$ cat config.mk
export PLATFORM = sky130hd
export DESIGN_NAME = uart_rx_packet_assembler_flat
export DESIGN_NICKNAME = d
export VERILOG_FILES = /design/src/rtl/uart_rx_packet_assembler_if.sv /design/src/rtl/uart_rx_packet_assembler.sv /design/src/flat_wrapper.sv
export SDC_FILE = /design/constraint.sdc
export NUM_CORES = 1
export LEC_CHECK = 0
export ABC_CLOCK_PERIOD_IN_PS = 1840
export CAP_MARGIN = 25
export CORE_AREA = 2 2 72 74
export DETAILED_ROUTE_END_ITERATION = 8
export DIE_AREA = 0 0 74 76
export GPL_ROUTABILITY_DRIVEN = 0
export GPL_TIMING_DRIVEN = 0
export PLACE_DENSITY = 0.76
export SYNTH_ARGS = -nofsm -noshare
export SYNTH_HDL_FRONTEND = slang
export SYNTH_SLANG_ARGS = --single-unit
export TNS_END_PERCENT = 50
$ cat constraint.sdc
create_clock -name clk -period 1.84 [get_ports clk]
set_input_delay 0.184 -clock clk [delete_from_list [all_inputs] [get_ports clk]]
set_output_delay 0.184 -clock clk [all_outputs]
set_load 0.02 [all_outputs]
$ cat src/rtl/uart_rx_packet_assembler_if.sv
// ============================================================================
// Module      : uart_rx_packet_assembler_if
// Description : Byte-stream input, RAM write port and packet status bundle.
// Revision    : 1.0 - initial release
// ============================================================================
`default_nettype none

interface uart_rx_packet_assembler_if #(
    parameter int ADDR_W = 4
);
    logic              rx_done;
    logic [7:0]        rx_dout;
    logic [ADDR_W-1:0] mem_write_addr;
    logic [7:0]        mem_write_data;
    logic              mem_write_enable;
    logic              packet_valid;
    logic              packet_error;
    logic [1:0]        error_code;
    logic [7:0]        packet_len;
    logic              busy;

    modport master (
        output rx_done, rx_dout,
        input  mem_write_addr, mem_write_data, mem_write_enable,
        input  packet_valid, packet_error, error_code, packet_len, busy
    );

    modport slave (
        input  rx_done, rx_dout,
        output mem_write_addr, mem_write_data, mem_write_enable,
        output packet_valid, packet_error, error_code, packet_len, busy
    );
endinterface

`default_nettype wire

$ cat src/rtl/uart_rx_packet_assembler.sv
// ============================================================================
// Module      : uart_rx_packet_assembler
// Description : Parses SOF/LEN/payload/XOR-checksum frames from the UART RX
//               byte stream, writes payload to RAM and reports status.
//               Optional inter-byte timeout: define UART_RX_PKT_TIMEOUT_EN.
// Revision    : 1.0 - initial release
// ============================================================================
`default_nettype none

module uart_rx_packet_assembler #(
    parameter int         ADDR_W       = 4,
    parameter int         MAX_LEN      = 16,
    parameter logic [7:0] SOF_BYTE     = 8'hA5,
    parameter int         TIMEOUT_CLKS = 1024
) (
    input  wire logic                  clk,
    input  wire logic                  rst,
    uart_rx_packet_assembler_if.slave  bus
);

    localparam int CNT_W = ADDR_W + 1;

    localparam logic [1:0] C_ERR_LEN = 2'b01;
    localparam logic [1:0] C_ERR_CHK = 2'b10;
    localparam logic [1:0] C_ERR_TMO = 2'b11;

    if (MAX_LEN < 1 || MAX_LEN > (1 << ADDR_W) || MAX_LEN > 255 || TIMEOUT_CLKS < 1) begin : g_bad_params
        $error("uart_rx_packet_assembler: illegal parameter combination");
    end

    typedef enum logic [1:0] {
        IDLE        = 2'd0,
        GET_LEN     = 2'd1,
        GET_PAYLOAD = 2'd2,
        GET_CHK     = 2'd3
    } state_t;

    state_t            state, state_next;
    logic [CNT_W-1:0]  cnt, cnt_next, cnt_inc;
    logic [7:0]        chk_acc, chk_next;
    logic [7:0]        len_q, len_next;
    logic              wr_en, wr_en_next;
    logic [ADDR_W-1:0] wr_addr, wr_addr_next;
    logic [7:0]        wr_data, wr_data_next;
    logic              pkt_valid, pkt_valid_next;
    logic              pkt_error, pkt_error_next;
    logic [1:0]        err_code, err_code_next;
    logic [7:0]        pkt_len, pkt_len_next;

    logic              rx_done;
    logic [7:0]        rx_dout;
    logic              len_bad;
    logic              last_byte;
    logic              tmo_hit;

    assign rx_done   = bus.rx_done;
    assign rx_dout   = bus.rx_dout;
    assign cnt_inc   = cnt + CNT_W'(1);
    assign len_bad   = (rx_dout == 8'd0) || (32'(rx_dout) > 32'(MAX_LEN));
    assign last_byte = (32'(cnt_inc) == 32'(len_q));

`ifdef UART_RX_PKT_TIMEOUT_EN
    localparam int TMO_W = $clog2(TIMEOUT_CLKS + 1);

    logic [TMO_W-1:0] tmo_cnt;

    // Fires on the TIMEOUT_CLKS-th silent busy cycle; the pulse registers next edge.
    assign tmo_hit = (state != IDLE) && !rx_done && (tmo_cnt == TMO_W'(TIMEOUT_CLKS - 1));

    always_ff @(posedge clk or posedge rst) begin
        if (rst) begin
            tmo_cnt <= '0;
        end else if (rx_done || (state == IDLE) || tmo_hit) begin
            tmo_cnt <= '0;
        end else begin
            tmo_cnt <= tmo_cnt + TMO_W'(1);
        end
    end
`else
    assign tmo_hit = 1'b0;
`endif

    always_ff @(posedge clk or posedge rst) begin
        if (rst) begin
            state     <= IDLE;
            cnt       <= '0;
            chk_acc   <= '0;
            len_q     <= '0;
            wr_en     <= 1'b0;
            wr_addr   <= '0;
            wr_data   <= '0;
            pkt_valid <= 1'b0;
            pkt_error <= 1'b0;
            err_code  <= '0;
            pkt_len   <= '0;
        end else begin
            state     <= state_next;
            cnt       <= cnt_next;
            chk_acc   <= chk_next;
            len_q     <= len_next;
            wr_en     <= wr_en_next;
            wr_addr   <= wr_addr_next;
            wr_data   <= wr_data_next;
            pkt_valid <= pkt_valid_next;
            pkt_error <= pkt_error_next;
            err_code  <= err_code_next;
            pkt_len   <= pkt_len_next;
        end
    end

    always_comb begin
        state_next     = state;
        cnt_next       = cnt;
        chk_next       = chk_acc;
        len_next       = len_q;
        wr_en_next     = 1'b0;
        wr_addr_next   = wr_addr;
        wr_data_next   = wr_data;
        pkt_valid_next = 1'b0;
        pkt_error_next = 1'b0;
        err_code_next  = err_code;
        pkt_len_next   = pkt_len;

        case (state)
            IDLE: begin
                if (rx_done && (rx_dout == SOF_BYTE)) begin
                    state_next = GET_LEN;
                end
            end
            GET_LEN: begin
                if (rx_done) begin
                    if (len_bad) begin
                        pkt_error_next = 1'b1;
                        err_code_next  = C_ERR_LEN;
                        state_next     = IDLE;
                    end else begin
                        len_next   = rx_dout;
                        chk_next   = rx_dout;
                        cnt_next   = '0;
                        state_next = GET_PAYLOAD;
                    end
                end
            end
            GET_PAYLOAD: begin
                if (rx_done) begin
                    wr_en_next   = 1'b1;
                    wr_addr_next = cnt[ADDR_W-1:0];
                    wr_data_next = rx_dout;
                    chk_next     = chk_acc ^ rx_dout;
                    cnt_next     = cnt_inc;
                    if (last_byte) begin
                        state_next = GET_CHK;
                    end
                end
            end
            GET_CHK: begin
                if (rx_done) begin
                    if (rx_dout == chk_acc) begin
                        pkt_valid_next = 1'b1;
                        pkt_len_next   = len_q;
                    end else begin
                        pkt_error_next = 1'b1;
                        err_code_next  = C_ERR_CHK;
                    end
                    state_next = IDLE;
                end
            end
            default: state_next = IDLE;
        endcase

        // Never coincides with rx_done, so it cannot clash with a decoded byte.
        if (tmo_hit) begin
            pkt_error_next = 1'b1;
            err_code_next  = C_ERR_TMO;
            state_next     = IDLE;
        end
    end

    assign bus.mem_write_addr   = wr_addr;
    assign bus.mem_write_data   = wr_data;
    assign bus.mem_write_enable = wr_en;
    assign bus.packet_valid     = pkt_valid;
    assign bus.packet_error     = pkt_error;
    assign bus.error_code       = err_code;
    assign bus.packet_len       = pkt_len;
    assign bus.busy             = (state != IDLE);

endmodule

`default_nettype wire
$ cat src/flat_wrapper.sv
// flat-port wrapper written by rule: the top's interface ports become plain ports
module uart_rx_packet_assembler_flat 
#(
    parameter int         ADDR_W       = 4,
    parameter int         MAX_LEN      = 16,
    parameter logic [7:0] SOF_BYTE     = 8'hA5,
    parameter int         TIMEOUT_CLKS = 1024
)
  (clk, rst, bus_rx_done, bus_rx_dout, bus_mem_write_addr, bus_mem_write_data, bus_mem_write_enable, bus_packet_valid, bus_packet_error, bus_error_code, bus_packet_len, bus_busy);
  uart_rx_packet_assembler_if #(.ADDR_W(ADDR_W)) bus_i ();
  input  wire logic clk;
  input  wire logic rst;
  input wire logic [$bits(bus_i.rx_done)-1:0] bus_rx_done;
  input wire logic [$bits(bus_i.rx_dout)-1:0] bus_rx_dout;
  output wire logic [$bits(bus_i.mem_write_addr)-1:0] bus_mem_write_addr;
  output wire logic [$bits(bus_i.mem_write_data)-1:0] bus_mem_write_data;
  output wire logic [$bits(bus_i.mem_write_enable)-1:0] bus_mem_write_enable;
  output wire logic [$bits(bus_i.packet_valid)-1:0] bus_packet_valid;
  output wire logic [$bits(bus_i.packet_error)-1:0] bus_packet_error;
  output wire logic [$bits(bus_i.error_code)-1:0] bus_error_code;
  output wire logic [$bits(bus_i.packet_len)-1:0] bus_packet_len;
  output wire logic [$bits(bus_i.busy)-1:0] bus_busy;
  assign bus_i.rx_done = bus_rx_done;
  assign bus_i.rx_dout = bus_rx_dout;
  assign bus_mem_write_addr = bus_i.mem_write_addr;
  assign bus_mem_write_data = bus_i.mem_write_data;
  assign bus_mem_write_enable = bus_i.mem_write_enable;
  assign bus_packet_valid = bus_i.packet_valid;
  assign bus_packet_error = bus_i.packet_error;
  assign bus_error_code = bus_i.error_code;
  assign bus_packet_len = bus_i.packet_len;
  assign bus_busy = bus_i.busy;
  uart_rx_packet_assembler #(.ADDR_W(ADDR_W), .MAX_LEN(MAX_LEN), .SOF_BYTE(SOF_BYTE), .TIMEOUT_CLKS(TIMEOUT_CLKS)) u_core (.clk(clk), .rst(rst), .bus(bus_i));
endmodule
# --- After elaboration in Yosys (flattened, before gate mapping) ---
# Cells that the tools add are included.
# W data, S select, Z words.
op_classes:
  add_sub_neg: 1
  magnitude_cmp: 1
  eq_ne: 14
  n_mux: 30
  bitwise_logic: 2
  n_reduce_logical: 13
op_table:
  columns: ["op", "n"]
  rows:
  - ["$mux W8", 3]
  - ["$mux W2", 10]
  - ["$pmux W8 S2", 1]
  - ["$mux W5", 3]
  - ["$ne A2 B2 Y1 const B", 5]
  - ["$pmux W5 S2", 1]
  - ["$reduce_and A5 Y1", 2]
  - ["$mux W1", 9]
  - ["$eq A5 B8 Y1", 1]
  - ["$eq A8 B8 Y1", 1]
  - ["$eq A8 B8 Y1 const B", 1]
  - ["$gt A8 B5 Y1 const B", 1]
  - ["$logic_not A8 Y1", 1]
  - ["$pmux W2 S4", 1]
  - ["$xor A8 B8 Y8", 1]
  - ["$ne A2 B1 Y1 const B", 3]
  - ["$reduce_and A3 Y1", 2]
  - ["$reduce_bool A2 Y1", 3]
  - ["$add A5 B1 Y5 const B", 1]
  - ["$eq A2 B2 Y1 const B", 2]
  - ["$pmux W2 S2", 1]
  - ["$reduce_and A4 Y1", 1]
  - ["$eq A2 B1 Y1 const B", 1]
  - ["$logic_not A2 Y1", 1]
  - ["other kinds (5)", 5]
totals:
  register_bits: 48
  in_bits: 11
  out_inout_bits: 26
  wordCells: 72

# --- Logic depth before layout (Yosys ltp) ---
# Gate-level depths: netlist (run 1).
logic_depth:
  depth_word: 5
  mapped_depth: 8
  mapped_depth_nobuf: 6

# --- Worst setup path after synthesis (run 1) ---
# OpenSTA, ideal clock, no wires.
synth_path:
  kind: "reg-to-reg"
  start: "reg (tool-made name)"
  end: "reg u_core.chk_acc[7]"
  setup_time_ns: 0.134
  arrival_time_ns: 1.651
  required_ns: 1.706
  setup_slack_ns: 0.055
  stages_incl_launch_ff: 7
  n_path_buf: 2
  period_less_slack_ns: 1.785
  cell_sequence: "dfrtp_1 clkbuf_1 nor4_1 nand4_2 clkbuf_1 a31oi_1 o31ai_1"
synth_lines:
  columns: ["element", "line", "text"]
  rows:
  - ["end signal: assignment", "uart_rx_packet_assembler.sv:99", "chk_acc <= chk_next;"]
  - ["end: declaration", "uart_rx_packet_assembler.sv:40", "logic [7:0] chk_acc, chk_next;"]

# --- Final worst setup path (run 1) ---
layout_path:
  start: "reg u_core.chk_acc[0]"
  end: "reg u_core.err_code[1] (netlist: u_core.bus.error_code[1])"
layout_between:
  elab_chain_len: 3
layout_lines:
  columns: ["element", "line", "text"]
  rows:
  - ["$eq A8 B8 Y1", "uart_rx_packet_assembler.sv:158", "if (rx_dout == chk_acc) begin"]
  - ["$ne A2 B2 Y1 (no source line)", null, null]
  - ["$reduce_and A5 Y1 (no source line)", null, null]
  - ["end signal: assignment", "uart_rx_packet_assembler.sv:106", "err_code <= err_code_next;"]
  - ["end: declaration", "uart_rx_packet_assembler.sv:47", "logic [1:0] err_code, err_code_next;"]
# Every way passes these cells.
# A chain may end at the register's enable or synchronous reset.

==> flow_results.org, run 1 <==
** Status
- The flow ran to the end, and the final reports show no timing, DRC or antenna violations.

** Global routing
- Global-route wire length before repair :: 7583 µm
- The global routing stage identified its most utilized layer as met2.
- Entering global routing, the biggest net connects 44 pins.
- Global routing used 4.497% of the available met3 tracks.
- For met1 alone, demand over resource in global routing was 25.17%.
- Overflow left after global routing :: 0
- Initial antenna violation count :: 0
- GR Layer Usage met2 :: 25.54%
- Via count of the first global-routing pass :: 1553
- Global routing used 17.75% of the available tracks across all layers.

** STA
- In the finished design, the share of the clock period the worst path needs comes to 97.13%.
- Highest attainable clock frequency :: 559.5 MHz
- Slew headroom :: 66.96%
- Final critical-path required period :: 1.787 ns
- Setup Viol. Count Final :: 0
- Clock Skews :: 0.009118 ns
- Final-report hold violation count :: 0
- The number of max-slew violations in the final report was 0.
- Actual slew at the worst max-slew pin :: 0.4957 ns
- Setup repair after global routing could not meet its margin everywhere.
- Worst Hold Margin :: 0.06515 ns

** Detailed routing
- Post-DR vias/cell :: 5.150
- Remaining design rule violation count :: 0
- Overall routed net length :: 4556 µm
- First-pass DRT Iterations :: 4
- 1st-iter DRT viols :: 107
- Once detail routing completed, the nets flagged for antenna violations numbered 0.
- The routed layout has 1617 vias.
- Dividing the detail-routed wire length by the instance count gives 14.51 µm.

** Hold path
- The tightest min-delay check is of the input port to asynchronous set/reset pin type.

** Power and ir drop
- Clock power share :: 19.7%
- Net switching is 35.07% of the power.
- Leakage :: 1.324 nW
- In this run the power density over the cells is 1220 mW/mm².
- VDD sags by at most 0.0006983 V.
- Switching Power :: 1.198 mW
- Of the total power, combinational logic draws 34.7%.
- The completed layout was analyzed and its total power is 3.415 mW.
- Sequential cells burn 45.6% of the power.
- The internal power of the cells totals 2.217 mW.

** Clock tree
- Clock transition at path regs :: 0.09 ns
- CTS Hold Buffers Added :: 0
- In this run the deepest clock path goes through 2 buffers.
- Number of H-tree branching levels :: 2
- TritonCTS built the clock tree.
- Clk sink count :: 48
- The clock reaches the later pin of the worst-skew pair after 0.31 ns.
- Num CTS Buffers :: 5
- CTS placed an instance of clkbuf_8 at the clock tree root.

** Finish
- Layout cell share with drive strength beyond 1 :: 20.49%
- Synth-to-layout area growth :: 28.33%
- Total inserted antenna cells :: 0
- The net count of the finished layout is 255.

** Floorplan
- Die outline width :: 74 µm
- The die covers 0.005624 mm².
- The initial utilization of the core area, before any placement, comes to 44.42%.
- Vertical die dimension :: 76 µm
- The core region is 0.004912 mm².
- Pin placement for this block handled 37 I/O pins.
- The floorplan has 26 rows.

** Setup path
- Cell with the largest stage delay on the worst path :: dfrtp_1
- The worst register-to-register path has a setup slack of 0.05 ns.
- In this design, the stage delay of the slowest critical-path cell is 0.43 ns.
- CP required :: 2.05 ns
- In this design, the largest share of critical-path delay is due to simple AND/OR/NAND/NOR gates.
- STA classifies the critical path endpoint as a flop.
- STA classifies the critical path startpoint as a flop.
- CP Buf/Inv Count :: 0
- The critical path in this run is classified as flop to flop.
- Traced cell by cell, the critical path runs through xnor2_2 -> nand3_2 -> nor4_4 -> or3_4 -> mux2_4.
- Data arrival time of the worst path :: 1.99 ns
- Along the worst path, the maximum fanout reaches 3.

** Job
- MaxCap Viol Count :: 0

** Placement
- Port Buf Inserts :: 34
- Hpwl dp :: 3163 µm

** Synthesis
- After technology mapping, the gate count stands at 202.
- Summing every instance area after synthesis gives 0.002182 mm².
- Post-synthesis sequential element count :: 48
- The Yosys step of the flow raised 0 warnings.
- Sequential cells were found to cover 55.05% of the synthesized design area.
- Synthesis instantiated 36 different standard cells from the library.
- Synthesis produced a netlist with a net count of 214.
- In this run the mean area of a mapped cell was 10.80 µm².
## metal layers
metal	routed length, µm	vias up
li1	-	769
met1	2070	785
met2	2148	53
met3	243	10
met4	94	0
met5	0	-
## sequential cells by signal (all words and copies together) (netlist names), named ones only
name	flops
u_core.chk_acc	8
u_core.bus.mem_write_addr	4
u_core.cnt	5
u_core.bus.mem_write_data	8
u_core.len_q	8
u_core.bus.packet_len	8
u_core.bus.packet_error	1
u_core.bus.mem_write_enable	1
u_core.bus.packet_valid	1
u_core.state	1
u_core.bus.error_code	2
## logic make-up (layout without fill, tap and decap cells)
family	count (synthesis)	after routing	synth area share, %
AOI/OAI and AO/OA	26	26	7.511
DFF	48	48	55.05
xor gates and xnor gates	16	16	6.422
buffers and inverters	11	53	2.007
adders and majority gates	1	1	0.5733
muxes	15	15	7.913
and+or+nand+nor	85	85	20.53
## cell type report
class	count	area (µm²)
Timing Repair Buffer	37	372.9
Fill cell	413	2112
Sequential cell	48	1202
Clock inverter	2	15.01
Tap cell	70	87.58
Clock buffer	6	82.58
Buffer	4	20.02
Multi-Input combinational cell	143	1003
Inverter	4	16.27
## power groups by stage
stage,combinational [mW],sequential [mW],clock [mW]
after floorplan,0.614,1.63,0
after global placement,1.14,1.51,0
after detailed placement,1.17,1.52,0
after CTS,1.17,1.51,0.681
after global routing,1.30,1.60,0.729
final,1.19,1.56,0.672
## worst register-to-register path, delay by kind of cell (launching register included)
kind | cells | cell delay [ns]
simple gates | 3 | 0.74
flops | 1 | 0.43
mux | 1 | 0.29
xor+xnor | 1 | 0.22
## placed cells by master, fill, tap and decap left out, types with 3 or more instances in the layout
cell type and count:
nand2_1 42, clkdlybuf4s50_1 29, o21ai_0 11, and2_1 4
xnor2_1 10, nor2b_1 3, nand3_1 10, xnor2_2 4
clkbuf_8 6, o211ai_1 5, mux2_2 14, nand2b_1 6
dfrtp_1 47, a21oi_1 3, dlygate4sd2_1 4
## metrics by stage
step	cell area [µm²]	cells	setup WS [ns]	setup TNS [ns]	utilization, %
5_1_grt	2800	314	-0.02550	-0.06558	57.00
3_3_place_gp	2610	306	-0.6694	-33.25	53.13
6_report	2800	314	0.05272	0	57.00
2_1_floorplan	2182	202	0.05473	0	-
3_5_place_dp	2630	307	-0.6559	-15.34	53.54
4_1_cts	2751	314	0.01226	0	56.01
## synthesized netlist by cell type
cell type,n,area [µm²]
dfrtp_1,48,1201
nand2_1,44,165.2
mux2_2,14,157.7
xnor2_1,14,122.6
nand3_1,11,55.05
o21ai_0,11,55.05
nand2b_1,6,37.54
clkbuf_1,5,18.77
o211ai_1,5,37.54
and2_1,4,25.02
inv_1,4,15.01
nor2b_1,4,25.02
a21oi_1,3,15.01
nor4_1,3,18.77
buf_2,2,10.01
o31ai_1,2,15.01
or2_2,2,12.51
xor2_1,2,17.52
a21bo_2,1,10.01
a31oi_1,1,6.260
a41o_2,1,11.26
and3_1,1,6.260
and3_4,1,11.26
ha_1,1,12.51
mux2_4,1,15.01
nand4_1,1,6.260
nand4_2,1,12.51
nor3_1,1,5.000
nor3b_1,1,7.510
nor4_2,1,12.51
nor4_4,1,21.27
o21ai_1,1,5.000
o2bb2ai_1,1,8.760
or2b_1,1,7.510
or3_4,1,11.26
or4_1,1,7.510
## final timing paths
kind                                                    from                            to  cells after the start
worst max-delay path                       u_core.chk_acc[0]      u_core.bus.error_code[1]                      5
worst min-delay path                                     rst      u_core.bus.packet_len[7]                      2
worst max register to register             u_core.chk_acc[0]      u_core.bus.error_code[1]                      5
worst min register to register  u_core.bus.mem_write_addr[3]  u_core.bus.mem_write_addr[3]                      2
max in group asynchronous                                rst               u_core.state[0]                      3
min in group clk                              bus_rx_dout[4]  u_core.bus.mem_write_data[4]                      3
## what timing repair did
action	in CTS	in global routing
pin swaps	0	3
resized for setup	13	9
setup buffers	1	1
setup endpoints to repair	35	26
(Power assumes the default switching activity.)
==> run 2: changes to the inputs <==
- GPL_TIMING_DRIVEN: 0 -> default
==> run 2 against run 1 <==
Net effect: via count rose by 3.3%; clock power is 3.9% lower; count of clock-buffer cells in the layout is 1 higher; core utilization grew 3.3 points; combinational power rose by 7%; sequential share of layout area is 2.3 points lower; worst setup slack improved by 0.041 ns; critical path depth grew 1; final area is 5.8% higher; first-iteration DRC count is 11% higher; flip-flop and latch count did not move; clock skew about the same; largest cell class unchanged; largest power group unchanged.
==> flow_results.org, run 2 (same netlist as run 1, synthesis figures left out) <==
** Floorplan
- Starting Density :: 44.42% (unchanged)
- The number of top-level design ports is 37 (unchanged).
- Die outline width :: 74 µm (unchanged)
- Core region area :: 0.004912 mm² (unchanged)
- The vertical die dimension is 76 µm (unchanged).
- The total die area was 0.005624 mm² (unchanged).
- Row count :: 26 (unchanged)

** Finish
- Layout cell share with drive strength beyond 1 :: 24.33% (+3.8 points)
- Synth-to-layout area growth :: 35.72%
- Final Instance Area :: 0.002962 mm² (+5.8%)
- The library cells used most frequently in the layout, excluding fill and tap cells, are dfrtp_1 (46), nand2_1 (44), clkdlybuf4s50_1 (31), buf_4 (22), mux2_2 (14).
- Leaving out fill and tap cells, the most frequent cell in the layout is dfrtp_1.
- The utilization after layout was 60.29% (+3.3 points).
- Non-Filler Instances :: 333 (+6.1%)
- Total inserted antenna cells :: 0 (unchanged)
- The net total in the final layout was 274 (+7.5%).

** STA
- Clock Skews :: 0.009113 ns (-0.000005110 ns)
- The number of failing hold endpoints at the final stage is 0 (unchanged).
- The worst slew slack as a fraction of its limit came to 78.43% (+11 points).
- The fraction of the cycle the final worst path needs is 94.90% (-2.2 points).
- The transition time at the pin with the least slew margin came to 0.3208 ns (-0.1748 ns).
- The number of endpoints failing setup at the final stage came to 0 (unchanged).
- Final number of max-transition violations :: 0 (unchanged)
- Final critical-path required period :: 1.746 ns (-0.04107 ns)
- The achievable clock frequency was 572.7 MHz (+2.4%).
- Setup total negative slack :: 0 ns (unchanged)

** Power and ir drop
- Clock power share :: 18.7% (-1.0 points)
- Switch share :: 34.11% (-0.96 points)
- Combinational share of power :: 36.6% (+1.9 points)
- The leakage power total was 1.443 nW (+9.0%).
- The maximum vdd drop is 0.0005516 V (-21%).
- The total power of the final layout is 3.457 mW (+1.2%).
- The sequential fraction of design power is 44.7% (-0.9 points).
- The power density over the cells came to 1167 mW/mm² (-4.3%).
- The internal power is 2.278 mW (+2.7%).
- Switching Power :: 1.179 mW (-1.5%)

** Clock tree
- Clk sink count :: 48 (unchanged)
- Num CTS Buffers :: 5 (unchanged)
- The tree is rooted in a clkbuf_8.
- TritonCTS built the clock tree.
- Clock transition at path regs :: 0.09 ns (about the same)
- Max clock buf depth :: 2 (unchanged)
- Clock Latency Late Sink :: 0.31 ns (about the same)
- Number of H-tree branching levels :: 2 (unchanged)

** Setup path
- Startpoint types :: flop
- The delay contributed by the slowest stage of the critical path is 0.43 ns (about the same).
- Cell breakdown of the critical path :: xnor2_2 -> nand3_2 -> nor4_4 -> buf_4 -> or3_4 -> mux2_4
- Worst reg2reg setup slack :: 0.09 ns (+0.04 ns)
- Worst reg2reg path depth :: 6 (+1)
- Data arrival time of the worst path :: 1.93 ns (-0.06 ns)
- Kind of critical path :: flop to flop
- The biggest fanout along the worst timing path was 3 (unchanged).
- End of the worst register-to-register path :: u_core.bus.error_code[1]
- The data required time of the worst path is 2.03 ns (-0.02 ns).
- Among all stages on the critical path, the largest delay is contributed by dfrtp_1.
- Reg-to-reg critical path startpoint :: u_core.chk_acc[0]
- STA classifies the critical path endpoint as a flop.

** Detailed routing
- Overall routed net length :: 4572 µm (+0.35%)
- Post-DR vias/cell :: 5.015 (-2.6%)
- Total vias in the final route :: 1670 (+3.3%)
- Post-route ant nets :: 0 (unchanged)
- Average detailed-routed wire length per instance :: 13.73 µm (-5.4%)
- Remaining design rule violation count :: 0 (unchanged)
- The number of detailed-routing iterations run before antenna repair is 4 (unchanged).
- The initial detailed-routing violation count is 119 (+11%).

** Placement
- Placement-stage cell area :: 0.002799 mm² (+6.4%)
- The number of buffers added on ports is 36 (+5.9%).
- Post-Place Cells :: 324 (+5.5%)
- The detailed-placement wirelength estimate is 3240 µm (+2.5%).

** Global routing
- The initial antenna violation count came to 0 (unchanged).
- Largest net degree at the start of global routing :: 49 (+11%)
- Overflow left after global routing :: 0 (unchanged)
- The number of global-route vias before repair was 1657 (+6.7%).
- The wire length of the first global-routing pass was 7983 µm (+5.3%).
- Total Routing Usage GR :: 18.35% (+0.59 points)

** Job
- The number of maximum-capacitance violations came to 0 (unchanged).

** Status
- Status :: finished clean

** Hold path
- The tightest min-delay check is of the input port to asynchronous set/reset pin type.
## run 2: critical path, delay by kind of cell, from the launching register on
family        cells  cell delay, ns
simple gates      3            0.56
xor+xnor          1            0.19
mux               1            0.29
buf+inv           1            0.16
flops             1            0.43
## run 2: power groups by stage
stage | logic [mW] | clock network (mW) | registers [mW]
3_5_place_dp | 1.21 | 0 | 1.54
4_1_cts | 1.21 | 0.669 | 1.53
2_1_floorplan | 0.614 | 0 | 1.63
3_3_place_gp | 1.17 | 0 | 1.54
6_report | 1.27 | 0.646 | 1.55
5_1_grt | 1.38 | 0.718 | 1.59
## run 2: how the worst max path moves through the flow
| stage | startpoint | endpoint |
|---|---|---|
| 6_report | u_core.chk_acc[0] | u_core.bus.error_code[1] |
| 5_1_grt | u_core.chk_acc[5] | u_core.bus.error_code[1] |
| 4_1_cts | bus_rx_dout[1] | u_core.bus.error_code[1] |
| 3_5_place_dp | bus_rx_dout[1] | u_core.bus.error_code[1] |
| 3_3_place_gp | bus_rx_dout[1] | u_core.bus.error_code[1] |
| 2_1_floorplan | flop | u_core.chk_acc[7] |
## run 2: metrics by stage
step / hold slack [ns] / worst slack (ns)
after floorplan: 0.3077 / 0.05473
after global placement: 0.4594 / -0.2391
after detailed placement: 0.4618 / -0.3167
after CTS: 0.2285 / 0.003129
after global routing: 0.2295 / -0.007409
final: 0.2195 / 0.09378
## run 2: area by class of cell
class	count	area, µm²
inverters	4	15.01
repair buffers	60	574.3
well taps	70	87.58
clock buffers	7	86.33
flip-flops and latches	48	1204
multi-input cells	143	987.2
fillers	400	1951
clock inverters	1	7.507
## run 2: timing repair
item                       in CTS  in global routing
hold buffers                    0                  0
setup buffers                   0                  1
pin swaps                       0                  4
setup endpoints to repair       1                 14
gates resized for setup         2                 12
## run 2: routing by layer
layer,routed length (µm),global-route usage [%]
met1,2224,25.50
met4,43,6.909
met3,174,5.026
met2,2129,27.23
met5,0,0
